$ cat src/rtl/traffic_light_ctrl.sv
// traffic_light_ctrl
// Two-road intersection controller. A single state register sequences the
// main and auxiliary lights through green, yellow and all-red clearance
// phases. The phase countdown advances only on the external tick strobe.
// A latched pedestrian request trims the main green. Night mode flashes
// yellow on both roads. All outputs are decoded from registered state, so
// a conflicting green pair cannot be produced.
//
// Parameter constraints: every duration lies in 1..2^W-1 and T_PED <= T_MG.

module traffic_light_ctrl #(
    parameter int W     = 5,
    parameter int T_MG  = 15,
    parameter int T_MY  = 3,
    parameter int T_AR  = 2,
    parameter int T_AG  = 7,
    parameter int T_AY  = 3,
    parameter int T_PED = 5
) (
    input  logic         clk,
    input  logic         RST,
    input  logic         tick,
    input  logic         ped_req,
    input  logic         night,
    output logic [2:0]   light_main,
    output logic [2:0]   light_aux,
    output logic         walk,
    output logic [W-1:0] remain,
    output logic [2:0]   phase
);

    // Phase codes are visible on the phase output, so they are fixed.
    typedef enum logic [2:0] {
        ST_MG    = 3'd0,
        ST_MY    = 3'd1,
        ST_AR1   = 3'd2,
        ST_AG    = 3'd3,
        ST_AY    = 3'd4,
        ST_AR2   = 3'd5,
        ST_NIGHT = 3'd6
    } state_t;

    // Durations resized once to the countdown width.
    localparam logic [W-1:0] DUR_MG  = W'(T_MG);
    localparam logic [W-1:0] DUR_MY  = W'(T_MY);
    localparam logic [W-1:0] DUR_AR  = W'(T_AR);
    localparam logic [W-1:0] DUR_AG  = W'(T_AG);
    localparam logic [W-1:0] DUR_AY  = W'(T_AY);
    localparam logic [W-1:0] DUR_PED = W'(T_PED);
    localparam logic [W-1:0] CNT_ONE = W'(1);

    // Lamp encodings, {G,Y,R}.
    localparam logic [2:0] LAMP_G   = 3'b100;
    localparam logic [2:0] LAMP_Y   = 3'b010;
    localparam logic [2:0] LAMP_R   = 3'b001;
    localparam logic [2:0] LAMP_OFF = 3'b000;

    state_t         state_q, state_d;
    logic [W-1:0]   cnt_q, cnt_d;
    logic           ped_pend_q, ped_pend_d;
    logic           blink_q, blink_d;

    // Last tick of the current phase; every phase transition except the
    // night exit happens on this condition.
    logic           phaseEnd;
    // Pedestrian request seen either from the latch or in this very cycle.
    logic           pedActive;

    assign phaseEnd  = tick && (cnt_q == CNT_ONE);
    assign pedActive = ped_pend_q || ped_req;

    // State register: reset lands in main green with a full count.
    always_ff @(posedge clk) begin
        if (RST) begin
            state_q    <= ST_MG;
            cnt_q      <= DUR_MG;
            ped_pend_q <= 1'b0;
            blink_q    <= 1'b0;
        end else begin
            state_q    <= state_d;
            cnt_q      <= cnt_d;
            ped_pend_q <= ped_pend_d;
            blink_q    <= blink_d;
        end
    end

    // Next-state logic: phase sequencing, countdown, pedestrian latch and
    // night-mode blink.
    always_comb begin
        state_d    = state_q;
        cnt_d      = cnt_q;
        ped_pend_d = ped_pend_q;
        blink_d    = blink_q;

        // The button is remembered everywhere except while dark; entries
        // into AG or NIGHT below override this and clear the latch.
        if (ped_req && (state_q != ST_NIGHT)) begin
            ped_pend_d = 1'b1;
        end

        case (state_q)
            ST_MG: begin
                if (phaseEnd) begin
                    state_d = ST_MY;
                    cnt_d   = DUR_MY;
                end else if (tick && pedActive && (cnt_q > DUR_PED)) begin
                    cnt_d = DUR_PED;
                end else if (tick) begin
                    cnt_d = cnt_q - CNT_ONE;
                end
            end

            ST_MY: begin
                if (phaseEnd) begin
                    state_d = ST_AR1;
                    cnt_d   = DUR_AR;
                end else if (tick) begin
                    cnt_d = cnt_q - CNT_ONE;
                end
            end

            ST_AR1: begin
                if (phaseEnd) begin
                    ped_pend_d = 1'b0;
                    if (night) begin
                        state_d = ST_NIGHT;
                        cnt_d   = CNT_ONE;
                        blink_d = 1'b0;
                    end else begin
                        state_d = ST_AG;
                        cnt_d   = DUR_AG;
                    end
                end else if (tick) begin
                    cnt_d = cnt_q - CNT_ONE;
                end
            end

            ST_AG: begin
                if (phaseEnd) begin
                    state_d = ST_AY;
                    cnt_d   = DUR_AY;
                end else if (tick) begin
                    cnt_d = cnt_q - CNT_ONE;
                end
            end

            ST_AY: begin
                if (phaseEnd) begin
                    state_d = ST_AR2;
                    cnt_d   = DUR_AR;
                end else if (tick) begin
                    cnt_d = cnt_q - CNT_ONE;
                end
            end

            ST_AR2: begin
                if (phaseEnd) begin
                    if (night) begin
                        state_d    = ST_NIGHT;
                        cnt_d      = CNT_ONE;
                        blink_d    = 1'b0;
                        ped_pend_d = 1'b0;
                    end else begin
                        state_d = ST_MG;
                        cnt_d   = DUR_MG;
                    end
                end else if (tick) begin
                    cnt_d = cnt_q - CNT_ONE;
                end
            end

            ST_NIGHT: begin
                // The count is parked at 1 while dark; leaving goes through
                // a full clearance so both roads see red before main green.
                if (tick) begin
                    blink_d = ~blink_q;
                    if (!night) begin
                        state_d = ST_AR2;
                        cnt_d   = DUR_AR;
                    end
                end
            end

            default: begin
                state_d    = ST_MG;
                cnt_d      = DUR_MG;
                ped_pend_d = 1'b0;
                blink_d    = 1'b0;
            end
        endcase
    end

    // Output decode: lamps, walk, countdown and phase code from registers only.
    always_comb begin
        light_main = LAMP_R;
        light_aux  = LAMP_R;
        walk       = 1'b0;
        remain     = cnt_q;
        phase      = state_q;

        case (state_q)
            ST_MG: begin
                light_main = LAMP_G;
                light_aux  = LAMP_R;
            end
            ST_MY: begin
                light_main = LAMP_Y;
                light_aux  = LAMP_R;
            end
            ST_AR1, ST_AR2: begin
                light_main = LAMP_R;
                light_aux  = LAMP_R;
            end
            ST_AG: begin
                light_main = LAMP_R;
                light_aux  = LAMP_G;
                walk       = 1'b1;
            end
            ST_AY: begin
                light_main = LAMP_R;
                light_aux  = LAMP_Y;
            end
            ST_NIGHT: begin
                light_main = blink_q ? LAMP_OFF : LAMP_Y;
                light_aux  = blink_q ? LAMP_OFF : LAMP_Y;
            end
            default: begin
                light_main = LAMP_R;
                light_aux  = LAMP_R;
            end
        endcase
    end

endmodule

$ cat config.mk
export PLATFORM = sky130hd
export DESIGN_NAME = traffic_light_ctrl
export DESIGN_NICKNAME = d
export VERILOG_FILES = /design/src/rtl/traffic_light_ctrl.sv
export SDC_FILE = /design/constraint.sdc
export NUM_CORES = 1
export LEC_CHECK = 0
export BUFFER_PORTS_ARGS = -buffer_cell sky130_fd_sc_hd__buf_2
export CORE_ASPECT_RATIO = 2
export CORE_MARGIN = 2
export CORE_UTILIZATION = 35
export CTS_BUF_LIST = sky130_fd_sc_hd__clkbuf_4 sky130_fd_sc_hd__clkbuf_8
export DETAILED_ROUTE_END_ITERATION = 10
export SYNTH_ARGS = -nofsm -noshare
export SYNTH_HDL_FRONTEND = slang
export SYNTH_SLANG_ARGS = --single-unit
$ cat constraint.sdc
create_clock -name clk -period 2.15 [get_ports clk]
set_clock_uncertainty 0.05 [all_clocks]
set_input_delay 0.215 -clock clk [delete_from_list [all_inputs] [get_ports clk]]
set_output_delay 0.215 -clock clk [all_outputs]
set_load 0.02 [all_outputs]
==> results by stage, run 1 <==
Clocking:
- The number of cells upsized or downsized after cts is 0.
- The clock latency of the later-clocked register in the worst-skew pair is 240 ps.
- The clock-pin slew on the worst setup and hold paths is 50 ps.
- TritonCTS built the clock tree.
- Counting the buffers created by CTS gives 3.
- Counting along the longest clock path gives a buffer depth of 2.
- Clock tree synthesis found a total of 10 sinks.
- The number of hold buffers added after CTS was 0.
- The tree is rooted in a clkbuf_8.
- In this run the number of H-tree levels came out at 1.
- The number of buffers inserted to repair setup after CTS is 0.

Timing:
- Summed over all failing endpoints, the final setup total negative slack is 0 ps.
- The worst hold slack is 241.6 ps.
- The minimum period implied by the final worst setup slack is 1907 ps.
- For this run, the top clock speed supported by timing is 0.5244 GHz.
- In the finished design, the share of the clock period the worst path needs comes to 0.8869.
- Headroom to the max-slew limit came out at 0.7597.
- Setup repair after global routing left no endpoint under its margin.
- The final-report setup violation count is 0.
- The final critical-path setup slack is 243.1 ps.
- The pin slew with the least headroom to its limit is 351.4 ps.
- The count of final max-slew check failures came to 0.
- The final hold violation count was 0.

Routing:
- The number of nets with antenna violations after routing is 0.
- The via density per instance is 6.000.
- After detailed routing, the number of remaining DRC violations is 0.
- For this block, the routed nets add up to 2.799 mm of wire.
- For this block, the initial DRC count from the detailed router was 21.
- The total vias in the final route is 1032.
- After detailed routing, the wire length on met1 is 1.040 mm.
- The uppermost signal routing layer after detailed routing is met4.
- Before antenna repair, the detailed router went through 4 iterations.
- Wire segments on met3 add up to 109 um in the final route.
- The wire length per cell is 16.27 um.
- The routed length on met2 is 1.520 mm.

Critical path:
- The worst register-to-register path has a depth of 7.
- For the worst setup path, the data required time is 2270 ps.
- The type of the worst setup path is flop to flop.
- In this run the worst setup path begins at remain[1].
- The library cell contributing the largest single delay on the critical path is dfxtp_1.
- Following the worst setup path forward leads to its endpoint at remain[0].
- The critical path arrival is 2030 ps.
- The flop-to-flop setup slack is 240 ps.
- The terminus of the critical flop-to-flop path is remain[0].
- Walking the worst path, the cells encountered are inv_1 > ha_1 > nand2b_1 > o21ai_1 > a31oi_2 > a311o_1 > a31oi_1.
- The largest fanout on the critical path is 5.
- The worst setup path is captured at a flop.
- The beginning of the worst register-to-register path is remain[1].
- The kind of launch point of the worst setup path is a flop.
- The delay of the slowest cell on the worst path is 390 ps.

Power:
- The share of total power dissipated in combinational logic is 0.132.
- VDD sags by at most 330.5 uV.
- In this run the power spent charging and discharging nets is 0.0001383 W.
- The leakage power is 0.4853 nW.
- Of the total power, the share spent switching nets is 0.2650.
- The total power after layout is 0.0005220 W.
- Power spread over the standard cell area amounts to 474.1 nW/um2.
- The internal power is 0.0003837 W.
- The share of power burned in the clock network is 0.477.
- The share of total power dissipated in sequential elements is 0.390.

Floorplan:
- The die covers 3121 um2.
- The count of standard-cell rows is 26.
- After floorplanning, the core was sized to cover 2537 um2.
- The effective utilization at floorplan is 0.3678.
- The die is 40.52 um wide.
- The die outline height is 77.03 um.
- Pin placement for this block handled 20 I/O pins.

Logic synthesis:
- The top cell type by total area after synthesis is dfxtp_1.
- Ranked by total cell area, the synthesized netlist is headed by dfxtp_1 21%, a21oi_1 7.0%, nor2_1 6.0%.
- The count of flip-flops with a built-in enable after synthesis is 0.
- The synthesized area per cell is 7.467 um2.
- The async set-or-reset flop fraction in the synthesized netlist is 0.
- The prevailing post-synth register cell is dfxtp_1.
- The total nets after synthesis is 134.
- Of the post-synthesis cell area, the dominant cell type holds 0.2145.
- The synthesis-stage register bit count is 10.
- The share of the yosys chip area belonging to registers is 0.2145.
- The netlist area before placement is 933.4 um2.
- After synthesis, the netlist uses 48 different library cells.
- Synthesis produced 125 cells.
- The number of synthesis warnings is 0.

Global routing:
- Global routing finished with a remaining overflow of 0.
- The largest net degree at the start of global routing is 25.
- The first global-routing pass estimated 4.353 mm of wire.
- The initial antenna violation count came to 0.
- The overall global routing resource usage is 0.1989.
- The number of global-route vias before repair is 893.

Final layout:
- Of the cells placed in the final design, the portion with a size suffix greater than 1 is 0.2292.
- The diode insertion count for antenna repair is 0.
- Measured on the finished design, the core utilization comes to 0.4339.
- Compared with the post-synthesis result, the final layout area differs by 17.96%.
- For this run, the post-layout net count is 154.
- The number of inserted filler cells in the final layout is 282.

Run:
- The reported max-cap violation count is 0.

Outcome:
- The flow ran to the end, and the final reports show no timing, DRC or antenna violations.

Place:
- Detailed placement ended at an HPWL of 2.113 mm.
- The number of I/O port buffers is 19.
- Routability-driven placement finished with a final weighted congestion of 0.9051.
- The worst setup slack before clock tree synthesis is 262.1 ps.

Worst hold path:
- The tightest min-delay check is of the primary input to flop type.
-- per-layer routing --
metal	vias to the layer above	GRT usage
met4	0	0.1200
met5	-	0
met1	484	0.2089
met2	36	0.3333
met3	12	0.03179
li1	500	-
-- power groups by stage --
stage                     sequential [W]  clock (W)  combinational, W
after floorplan                 0.000213          0         0.0000448
after global placement          0.000207          0         0.0000677
after detailed placement        0.000208          0         0.0000689
after CTS                       0.000204   0.000253         0.0000694
after global routing            0.000205   0.000260         0.0000759
final                           0.000204   0.000249         0.0000690
-- per-stage QoR --
| stage | cells | cell area (um2) |
|---|---|---|
| 5_1_grt | 172 | 1101 |
| 6_report | 172 | 1101 |
| 3_5_place_dp | 168 | 1046 |
| 4_1_cts | 172 | 1101 |
| 2_1_floorplan | 125 | 933.4 |
| 3_3_place_gp | 168 | 1046 |
-- worst min path at each step --
stage          startpoint    endpoint  slack (ps)  cells after the start
6_report          ped_req  ped_pend_q         240                      3
5_1_grt               RST    phase[2]         270                      2
4_1_cts               RST    phase[0]         240                      2
3_5_place_dp   ped_pend_q  ped_pend_q         470                      2
3_3_place_gp   ped_pend_q  ped_pend_q         450                      2
2_1_floorplan     ped_req  ped_pend_q         360                      2
-- worst max-delay path, delay by kind of cell (launching register included) --
kind / cells / cell delay [ps]
compound gates: 4 / 890
simple gates: 1 / 160
buf+inv: 1 / 100
fa+ha+maj: 1 / 240
flops: 1 / 390
-- synthesized netlist by cell type (all sizes together), types with 4 or more instances --
| library cell | instances |
|---|---|
| nor2 | 15 |
| a21oi | 13 |
| dfxtp | 10 |
| nand2 | 10 |
| o21ai | 7 |
| a31oi | 4 |
| and2 | 4 |
| buf | 4 |
| clkbuf | 4 |
| ha | 4 |
| nand3b | 4 |
| nor3 | 4 |
| o21a | 4 |
-- state kept, by name (all words and copies together) (netlist names) --
signal	cells
remain	5
ped_pend_q	1
blink_q	1
phase	3
-- cell families (layout without fill, tap and decap cells) --
group / after synthesis / in the layout / synth area share
flops: 10 / 10 / 0.2145
buf+inv: 12 / 31 / 0.06700
fa+ha+maj: 4 / 4 / 0.05362
mux: 1 / 1 / 0.01072
xor+xnor: 1 / 1 / 0.009385
compound gates: 46 / 46 / 0.3311
simple gates: 51 / 51 / 0.3137
-- cells in the final DEF, fill, tap and decap left out, types with 2 or more instances in the layout --
cell	netlist	final
nor2_1	15	15
a211oi_1	2	2
ha_1	4	4
and2_1	2	2
o211ai_1	2	2
buf_4	2	4
o21bai_1	2	2
nand2b_1	2	2
inv_1	3	3
buf_2	1	19
o21a_1	4	4
nand2_1	9	9
and3_1	2	2
a211o_1	2	2
a31oi_1	3	3
dfxtp_1	10	10
nand3_1	2	2
a21oi_1	13	13
nor3_1	3	3
nor2b_1	2	2
nand3b_1	4	4
a311o_1	2	2
clkbuf_8	0	4
a22oi_1	2	2
o21ai_0	6	6
-- area by class of cell --
| cell class | instances | area, um2 | share of cell area |
|---|---|---|---|
| Tap cell | 28 | 35.03 | 0.03182 |
| Sequential cell | 10 | 200.2 | 0.1818 |
| Inverter | 4 | 15.01 | 0.01364 |
| Clock buffer | 4 | 55.05 | 0.05000 |
| Multi-Input combinational cell | 103 | 670.6 | 0.6091 |
| Timing Repair Buffer | 23 | 125.1 | 0.1136 |
Note: power is estimated with default switching activity, not from simulation.
==> run 2: changes to the inputs <==
--- a/config.mk
+++ b/config.mk
@@ -7,5 +7,4 @@
 export LEC_CHECK = 0
 export BUFFER_PORTS_ARGS = -buffer_cell sky130_fd_sc_hd__buf_2
-export CORE_ASPECT_RATIO = 2
 export CORE_MARGIN = 2
 export CORE_UTILIZATION = 35
==> constraint.sdc (replaced) <==
create_clock -name clk -period 2.15 [get_ports clk]
set_clock_uncertainty 0.05 [all_clocks]
set_input_delay 0.1075 -clock clk [delete_from_list [all_inputs] [get_ports clk]]
set_output_delay 0.1075 -clock clk [all_outputs]
set_load 0.02 [all_outputs]
==> results by stage, run 2 (synthesized netlist as in run 1, its figures left out) <==
Outcome:
- The run finished with clean final reports.

Final layout:
- Leaving out fill and tap cells, the most frequent cell in the layout is buf_2.
- The number of nets in the final layout is 155.
- The repair_antennas step left the layout with diodes totalling 0.
- Registers take 200.2 um2.
- The relative area change from synthesis to final layout is 17.02%.
- Summing all multi-input logic gate instances after layout gives 670.6 um2.
- The proportion of layout cells with a drive suffix above 1 is 0.2345.
- The filler cells instantiated in the layout total 261.
- In the layout the commonest cells are 19 x buf_2, 15 x nor2_1, 13 x a21oi_1, 10 x dfxtp_1, 9 x nand2_1.
- The register with the most flip-flops in the layout has 5 of them.

Global routing:
- The global-route wire length before repair is 4.485 mm.
- The total overflow left after global routing is 0.
- The initial antenna violation count is 0.
- In the global route stage, met3 resource usage came out at 0.03023.
- In the global route stage, met2 resource usage came out at 0.2483.
- The overall global routing resource usage is 0.1806.
- The global routing's busiest layer is met1.
- The met1 usage is 0.2770.
- The number of global-route vias before repair is 929.
- The largest net degree at the start of global routing is 25.

Place:
- The final estimated routing congestion in global placement is 0.8624.
- In this run the tool buffered the top-level ports with 19 buffer cells.
- The detailed placement HPWL is 1.856 mm.

Critical path:
- The type of the worst setup path is flop to flop.
- The terminus of the critical flop-to-flop path is remain[0].
- Following the worst setup path forward leads to its endpoint at remain[0].
- The worst register-to-register path begins at remain[1].
- STA classifies the critical path endpoint as a flop.
- The worst setup path is launched from a flop.
- The worst reg2reg path depth is 7.
- The setup check on the worst reg-to-reg path leaves a slack of 310 ps.
- The largest fanout on the critical path is 5.
- Tracing the worst setup path back leads to its startpoint at remain[1].
- At the worst endpoint, the required time is 2310 ps.
- For the worst setup path, the data arrival time is 2000 ps.

Power:
- The internal power of the cells totals 0.0003242 W.
- For this design the total switching power over the nets is 0.0001327 W.
- Overall power consumption after layout is estimated at 0.0004569 W.
- Of the total power, combinational logic draws 0.148.
- For this design the static power due to leakage is 0.4816 nW.
- The maximum ir drop on the vdd rail is 242.9 uV.
- Of the total power, the share spent switching nets is 0.2904.
- Of the total power, the clock network draws 0.407.
- The portion of total power attributed to sequential cells is 0.444.
- The power density relative to cell area is 418.3 nW/um2.

Clocking:
- After clock tree synthesis, the setup repair step added 0 buffers.
- The number of buffers inserted during clock tree synthesis is 3.
- Counting every sink on the clock net gives 10.
- Once the clock tree was built, the resizer swapped 0 gates to a different size.
- The clock latency of the later-clocked register in the worst-skew pair is 280 ps.
- In this run, post-CTS hold repair placed 0 buffers.
- The CTS tree is done.
- The cell at the root of the clock tree is clkbuf_4.
- The worst-case clock buffer depth is 2.
- The total number of H-tree levels is 1.
- After clock tree synthesis, the clock-pin slew on the worst setup and hold paths is 80 ps.

Routing:
- The total routed wirelength is 2.574 mm.
- After detailed routing, the number of remaining DRC violations is 0.
- The via density per instance is 5.903.
- For this block, the initial DRC count from the detailed router was 51.
- The wire length per cell is 14.71 um.
- Once detail routing completed, the nets flagged for antenna violations numbered 0.
- The first detailed-routing pass ran for 4 iterations.
- The total vias in the final route is 1033.

Floorplan:
- The count of standard-cell rows is 18.
- From left edge to right edge, the die measures 55.64 um.
- The I/O pin total is 20.
- The die outline height is 55.64 um.
- For this configuration, the core starts out at a cell density of 0.3734.
- The die outline area is 3096 um2.
- The total core area is 2500 um2.

Timing:
- At the pin with the least slew margin, the transition time is 349.4 ps.
- Setup repair after global routing left no endpoint under its margin.
- Static timing analysis puts the maximum clock frequency at 0.5430 GHz.
- The setup TNS after final layout is 0 ps.
- Dividing the final minimum period by the clock period gives 0.8565.
- The minimum period implied by the final worst setup slack is 1842 ps.
- The count of final max-slew check failures is 0.
- The final-report setup violation count is 0.
- The final hold violation count is 0.
- Measured against its own limit, the worst slew margin works out to 0.7610.

Worst hold path:
- In this run the worst hold path is classified as primary input to flop.

Run:
- The reported max-cap violation count is 0.
## run 2: cell types whose count changed in the layout (fill, tap and decap cells not counted), sizes merged
| cell | previous run | this run |
|---|---|---|
| buf | 23 | 24 |
## run 2: final cells by class
cell class                      count  share of cell area
Multi-Input combinational cell    103              0.6140
Sequential cell                    10              0.1833
Tap cell                           30             0.03436
Inverter                            4             0.01375
Clock buffer                        4             0.03322
Timing Repair Buffer               24              0.1214
## run 2: power groups by stage
stage	registers [W]	clock network [W]	logic, W
global route	0.000205	0.000201	0.0000754
finish	0.000203	0.000186	0.0000678
detailed placement	0.000208	0	0.0000674
CTS	0.000203	0.000187	0.0000680
global placement	0.000207	0	0.0000669
floorplan	0.000213	0	0.0000448
## run 2: how the worst min path moves through the flow
stage,start,to,slack (ps),cells after the start
2_1_floorplan,ped_req,ped_pend_q,260,2
3_3_place_gp,ped_req,ped_pend_q,380,3
3_5_place_dp,ped_req,ped_pend_q,390,3
4_1_cts,RST,blink_q,90,2
5_1_grt,RST,blink_q,110,2
6_report,ped_req,ped_pend_q,90,3
## run 2: per-stage QoR
step	setup slack, ps	hold slack (ps)	area, um2	utilization	cells
after floorplan	279.5	257.5	933.4	-	125
after detailed placement	346.4	388.8	1056	0.4224	171
after CTS	308.1	92.48	1092	0.4369	175
after global routing	191.9	107.6	1092	0.4369	175
after global placement	401.4	381.0	1056	0.4224	171
final	308.5	94.80	1092	0.4369	175
## run 2: worst max-delay path, stage by stage (launching register included)
cell,delay (ps)
dfxtp_1,380
inv_1,90
ha_1,240
nand2b_1,160
o21ai_1,190
a31oi_2,120
a311o_1,360
a31oi_1,170
## run 2: routing by layer
layer | vias to the layer above | wire [um]
met5 | - | 0
met4 | 0 | 35
met3 | 5 | 156
met2 | 43 | 1150
met1 | 481 | 1231
li1 | 504 | -
